## src/rtl/disp_frame_capture.sv

```systemverilog
// Disparity frame capture: packs the integer byte of each valid disparity pixel four-per-word
// and streams the words through a small FIFO to a valid/ready write port, one frame at a time.
module disp_frame_capture #(
  parameter int unsigned WIDTH      = 1920,
  parameter int unsigned HEIGHT     = 1080,
  parameter logic [31:0] BASE_ADDR  = 32'h0000_0000,
  parameter int unsigned FIFO_DEPTH = 16
) (
  input  logic        clk,
  input  logic        rst,
  input  logic        enable,
  input  logic        disp_val,
  input  logic        disp_hs,
  input  logic        disp_vs,
  input  logic [15:0] disp,
  output logic        wr_valid,
  input  logic        wr_ready,
  output logic [31:0] wr_addr,
  output logic [31:0] wr_data,
  output logic        frame_done,
  output logic        overflow,
  output logic        sync_err,
  output logic        busy
);

  localparam int unsigned NumPix = WIDTH * HEIGHT;
  localparam int unsigned PixW   = $clog2(NumPix + 1);
  localparam int unsigned PtrW   = $clog2(FIFO_DEPTH);
  localparam int unsigned CntW   = PtrW + 1;
  localparam logic [PixW-1:0] LastPix = PixW'(NumPix - 1);
  localparam logic [CntW-1:0] FullCnt = CntW'(FIFO_DEPTH);

  typedef enum logic [1:0] {StIdle, StCapture, StDrain, StDone} state_e;

  state_e            state_q, state_d;
  logic [PixW-1:0]   pix_cnt_q, pix_cnt_d;
  logic [1:0]        lane_q, lane_d;
  logic [23:0]       pack_q, pack_d;
  logic [31:0]       addr_q, addr_d;
  logic              push_q, push_d;
  logic [31:0]       push_data_q, push_data_d;
  logic [31:0]       push_addr_q, push_addr_d;
  logic              vs_q;
  logic              overflow_q, overflow_d;
  logic              sync_err_q, sync_err_d;
  logic              frame_done_q, frame_done_d;
  logic              busy_q, busy_d;
  logic              wr_valid_q, wr_valid_d;
  logic [PtrW-1:0]   wr_ptr_q, wr_ptr_d, rd_ptr_q, rd_ptr_d;
  logic [CntW-1:0]   fcnt_q, fcnt_d;
  logic [31:0]       data_mem [FIFO_DEPTH];
  logic [31:0]       addr_mem [FIFO_DEPTH];

  logic [7:0] pix_byte;
  logic       vs_rise, fifo_full, push_ok, pop;
  logic       unused_inputs;

  assign unused_inputs = ^{disp_hs, disp[7:0]};
  assign pix_byte      = disp[15:8];
  assign vs_rise       = disp_vs & ~vs_q;
  // Fullness is judged before any same-cycle pop, so a pop never makes room for a push.
  assign fifo_full     = (fcnt_q == FullCnt);
  assign push_ok       = push_q & ~fifo_full;
  assign pop           = wr_valid_q & wr_ready;

  always_comb begin
    state_d     = state_q;
    pix_cnt_d   = pix_cnt_q;
    lane_d      = lane_q;
    pack_d      = pack_q;
    addr_d      = addr_q;
    push_d      = 1'b0;
    push_data_d = push_data_q;
    push_addr_d = push_addr_q;
    overflow_d  = overflow_q | (push_q & fifo_full);
    sync_err_d  = sync_err_q;

    unique case (state_q)
      StIdle: begin
        if (enable) begin
          state_d    = StCapture;
          pix_cnt_d  = '0;
          lane_d     = 2'd0;
          addr_d     = BASE_ADDR;
          overflow_d = 1'b0;
          sync_err_d = 1'b0;
        end
      end
      StCapture: begin
        // A new frame sync mid-frame abandons the partial word and restarts geometry.
        if (vs_rise && (pix_cnt_q != '0)) begin
          sync_err_d = 1'b1;
          pix_cnt_d  = '0;
          lane_d     = 2'd0;
          addr_d     = BASE_ADDR;
        end
        if (disp_val) begin
          if (lane_d == 2'd3) begin
            push_d      = 1'b1;
            push_data_d = {pix_byte, pack_d};
            push_addr_d = addr_d;
            addr_d      = addr_d + 32'd4;
          end else begin
            pack_d[{lane_d, 3'b000} +: 8] = pix_byte;
          end
          lane_d = lane_d + 2'd1;
          if (pix_cnt_d == LastPix) begin
            state_d = StDrain;
          end
          pix_cnt_d = pix_cnt_d + PixW'(1);
        end
      end
      StDrain: begin
        if ((fcnt_q == '0) && !push_q) begin
          state_d = StDone;
        end
      end
      StDone: begin
        if (enable) begin
          state_d   = StCapture;
          pix_cnt_d = '0;
          lane_d    = 2'd0;
          addr_d    = BASE_ADDR;
        end else begin
          state_d = StIdle;
        end
      end
      default: state_d = StIdle;
    endcase

    frame_done_d = (state_d == StDone);
    busy_d       = (state_d != StIdle);

    wr_ptr_d = push_ok ? wr_ptr_q + PtrW'(1) : wr_ptr_q;
    rd_ptr_d = pop ? rd_ptr_q + PtrW'(1) : rd_ptr_q;
    fcnt_d   = fcnt_q + CntW'(push_ok) - CntW'(pop);
    // A freshly pushed word becomes visible one cycle after it lands in the FIFO.
    wr_valid_d = pop ? (fcnt_q != CntW'(1)) : (fcnt_q != '0);
  end

  always_ff @(posedge clk) begin
    if (!rst) begin
      state_q      <= StIdle;
      pix_cnt_q    <= '0;
      lane_q       <= 2'd0;
      pack_q       <= '0;
      addr_q       <= BASE_ADDR;
      push_q       <= 1'b0;
      push_data_q  <= '0;
      push_addr_q  <= BASE_ADDR;
      vs_q         <= 1'b0;
      overflow_q   <= 1'b0;
      sync_err_q   <= 1'b0;
      frame_done_q <= 1'b0;
      busy_q       <= 1'b0;
      wr_valid_q   <= 1'b0;
      wr_ptr_q     <= '0;
      rd_ptr_q     <= '0;
      fcnt_q       <= '0;
    end else begin
      state_q      <= state_d;
      pix_cnt_q    <= pix_cnt_d;
      lane_q       <= lane_d;
      pack_q       <= pack_d;
      addr_q       <= addr_d;
      push_q       <= push_d;
      push_data_q  <= push_data_d;
      push_addr_q  <= push_addr_d;
      vs_q         <= disp_vs;
      overflow_q   <= overflow_d;
      sync_err_q   <= sync_err_d;
      frame_done_q <= frame_done_d;
      busy_q       <= busy_d;
      wr_valid_q   <= wr_valid_d;
      wr_ptr_q     <= wr_ptr_d;
      rd_ptr_q     <= rd_ptr_d;
      fcnt_q       <= fcnt_d;
    end
  end

  // Storage is cleared on reset so the write port shows BASE_ADDR / zero data afterwards.
  always_ff @(posedge clk) begin
    if (!rst) begin
      for (int i = 0; i < int'(FIFO_DEPTH); i++) begin
        data_mem[i] <= '0;
        addr_mem[i] <= BASE_ADDR;
      end
    end else if (push_ok) begin
      data_mem[wr_ptr_q] <= push_data_q;
      addr_mem[wr_ptr_q] <= push_addr_q;
    end
  end

  assign wr_valid   = wr_valid_q;
  assign wr_addr    = addr_mem[rd_ptr_q];
  assign wr_data    = data_mem[rd_ptr_q];
  assign frame_done = frame_done_q;
  assign overflow   = overflow_q;
  assign sync_err   = sync_err_q;
  assign busy       = busy_q;

endmodule

```

## config.mk

```make
export PLATFORM = sky130hd
export DESIGN_NAME = disp_frame_capture
export DESIGN_NICKNAME = d
export VERILOG_FILES = /design/src/rtl/disp_frame_capture.sv
export SDC_FILE = /design/constraint.sdc
export NUM_CORES = 2
export LEC_CHECK = 0
export ABC_AREA = 1
export BUFFER_PORTS_ARGS = -buffer_cell sky130_fd_sc_hd__buf_2
export CAP_MARGIN = 20
export CORE_MARGIN = 5
export CORE_UTILIZATION = 55
export DETAILED_ROUTE_END_ITERATION = 8
export GPL_TIMING_DRIVEN = 0
export HOLD_SLACK_MARGIN = 0.15
export PLACE_DENSITY = 0.74
export SETUP_SLACK_MARGIN = 0.02
export SLEW_MARGIN = 20
export SYNTH_ARGS = -nofsm -noshare
export SYNTH_HDL_FRONTEND = slang
export SYNTH_SLANG_ARGS = --single-unit
```

## constraint.sdc

```tcl
create_clock -name clk -period 3.7 [get_ports clk]
set_input_delay 0.37 -clock clk [delete_from_list [all_inputs] [get_ports clk]]
set_output_delay 0.37 -clock clk [all_outputs]
set_load 0.05 [all_outputs]
```

==> out/metrics.cfg <==
[outcome]
status = finished with violations
violations = design-rule violations, negative setup slack

[drt]
drt-initial-drc-count = 7086
dr_wl_met2_mm = 81.80
dr.pass1.iters = 9
met1Wirelength_mm = 61.27
ant_nets = 0
drt_drc_violations_left = 1
vias_per_cell = 6.344
wirelength_mm = 189.2
topRoutingLayerUsed = met5
met3_length_mm = 31.85
via_count = 42680
avgRoutedWirePerCell_um = 28.12

[finish]
final_common_cell = nor2_1
final.fill_count = 7490
drive_gt1_share_pct = 9.451
layout-area-overhead-vs-synth_pct = 13.28
mostFrequentLayoutCells = nor2_1, edfxtp_1, o21ai_0
final_cells = 6728
nNetsFinal = 5394

[run]
max_cap_violations = 0

[timing]
setup_viol = 7
finalHoldViolations = 0
worstMarginPinSlew_ns = 1.279
fin_setup_tns_ns = -0.2141
fin_crit_ns = 3.750
rsz0062_at_grt = yes
setup_slack_ns = -0.05003
finalMaxSlewViolations = 0
relSlewSlack_pct = 14.76
clock_skew_ns = 0.03610
whs_ns = 0.2106
min_period_over_period_pct = 101.4
max_freq_ghz = 0.2667

[setup_path]
crit_fanout = 10
crit_arrival_ns = 3.38
cp.required_ns = 3.33
cp-end-kind = output port
cp-start-kind = flip-flop
path_class = reg -> out

[placement]
gp_congestion = 0.9545
io_buffer_count = 80
place_ws_ns = -1.081
dpl.hpwl_mm = 122.3
dp.cells = 6505

[power_and_ir_drop]
pwr-share-comb_pct = 17.1
p_int_mw = 23.57
power_density_nw_per_um2 = 549.1
vdd_drop_max_uv = 535.5
seq_power_share_pct = 46.0
power_frac_clock_pct = 36.9
power.share.switching_pct = 29.02
p_switching_mw = 9.637
p_leak_nw = 20.27

[die]
fp-row-count = 114
initial_core_util_pct = 55.29
die_y_um = 321.6
core_um2 = 96570
dieWidth_um = 321.6
dieArea_um2 = 103400
io_pins = 92

[yosys]
synth_edf_count = 1024
netlist_area_um2 = 53390
synth_cells = 5131
ys_ff_latch = 1193
synthFlopType = edfxtp_1
synth.distinct_cells = 42
synth-seq-area-share_pct = 63.93
postSynth.asyncResetShare_pct = 0
syn_area_per_cell_um2 = 10.40
synth_nets = 5177
synth_warnings = 0

[clock_network]
clk_pin_slew_ns = 0.06
cts_tree = done
clockBufferDepth = 3
cts_buffers = 117
cts_root_buffer = clkbuf_16
insertion_delay_ns = 0.73
cts.sinks = 1193
htreeDepth = 3

[global_routing]
track_usage_pct = 35.52
grt_pass1_wl_mm = 268.6
grt_start_max_net_pins = 42
grt_overflow_total = 0
grt_pass1_vias = 41110
antenna_found_initial = 5

[hold_path]
hp-class = in -> reg

-- synth_stat cells, types with 32 or more instances --
library cell,instances,area [um2]
nor2_1,1134,4257
edfxtp_1,1024,30750
o21ai_0,434,2172
inv_1,416,1562
a21oi_1,415,2077
nand2_1,308,1156
clkbuf_1,297,1115
o211ai_1,257,1929
mux2i_1,256,2562
dfxtp_1,169,3383
nand3_1,147,735.7
buf_1,74,277.8
buf_2,41,205.2
clkinv_1,32,120.1
-- what timing repair did --
| item | CTS | global route |
|---|---|---|
| endpoints found under the hold margin | 43 | 0 |
| gates cloned | 1 | 1 |
| resized for setup | 165 | 73 |
| setup buffers | 0 | 3 |
| endpoints found under the setup margin | 1141 | 556 |
| pin swaps | 2 | 3 |
| hold buffers | 11 | 0 |
-- logic make-up (layout without fill, tap and decap cells) --
kind of cell             count (synthesis)  after routing  share of synthesized area [%]
AND/OR/NAND/NOR                       1658           1660                          12.45
XOR/XNOR                                 8              8                         0.1312
buffers and inverters                  869           1185                          6.323
flip-flops                            1193           1193                          63.93
multiplexers                           256            256                          4.800
other                                    0              3                              0
AO/OA/AOI/OAI                         1124           1124                          11.81
adder cells (fa/ha/maj)                 23             23                         0.5531
-- worst paths after layout --
path              startpoint              to  slack [ns]  cells after the start
setup / recovery   flip-flop     wr_data[29]       -0.05                      5
hold / removal      disp_val    pix_cnt_q[1]        0.21                      3
setup reg to reg   fcnt_q[3]  data_mem[4][4]        0.03                     13
hold reg to reg    addr_q[0]       addr_q[0]        0.44                      2
-- power by group through the flow --
stage	combinational [mW]	sequential, mW	clock [mW]
floorplan	3.32	15.5	0
global placement	5.15	15.6	0
detailed placement	5.30	15.5	0
CTS	5.44	15.3	12.1
global route	5.86	15.3	12.7
finish	5.69	15.3	12.2
-- critical path: stages, from the launching register on --
cell and delay [ns]:
dfxtp_1 0.54, clkbuf_2 0.61, buf_1 0.72, nand3_1 0.33, nand2_2 0.23, buf_4 0.23
-- flip-flops by register name, indices dropped and copies added (netlist names), named ones only --
name	flops
addr_mem	512
addr_q	32
busy	1
data_mem	512
fcnt_q	5
frame_done	1
lane_q	2
overflow	1
pack_q	24
pix_cnt_q	21
push_addr_q	32
push_data_q	32
push_q	1
rd_ptr_q	4
state_q	2
sync_err	1
vs_q	1
wr_ptr_q	4
wr_valid	1
-- metrics by stage --
stage                     utilization (%)  area, um2  power [mW]
final                               62.63      60480       33.21
after floorplan                         -      53390       18.85
after detailed placement            57.97      55980       20.85
after global placement              57.35      55380       20.74
after CTS                           62.46      60310       32.80
after global routing                62.62      60470       33.87
-- routing by layer --
metal / vias to the layer above / global-route usage, %
met2: 3682 / 53.73
li1: 18130 / -
met1: 20000 / 43.03
met4: 4 / 21.24
met5: - / 0
met3: 868 / 14.39
-- area by class of cell --
cell class                 count  area, um2  area share (%)
clock buffer                 158       3262           5.393
timing repair buffer         114       1047           1.732
sequential                  1193      34140           56.44
buffer                       400       1899           3.140
clock inverter                62      608.1           1.005
antenna                        3      7.507         0.01241
multi-input combinational   3071      16220           26.82
inverter                     451       1700           2.812
tap                         1276       1597           2.640
(Power assumes the default switching activity.)
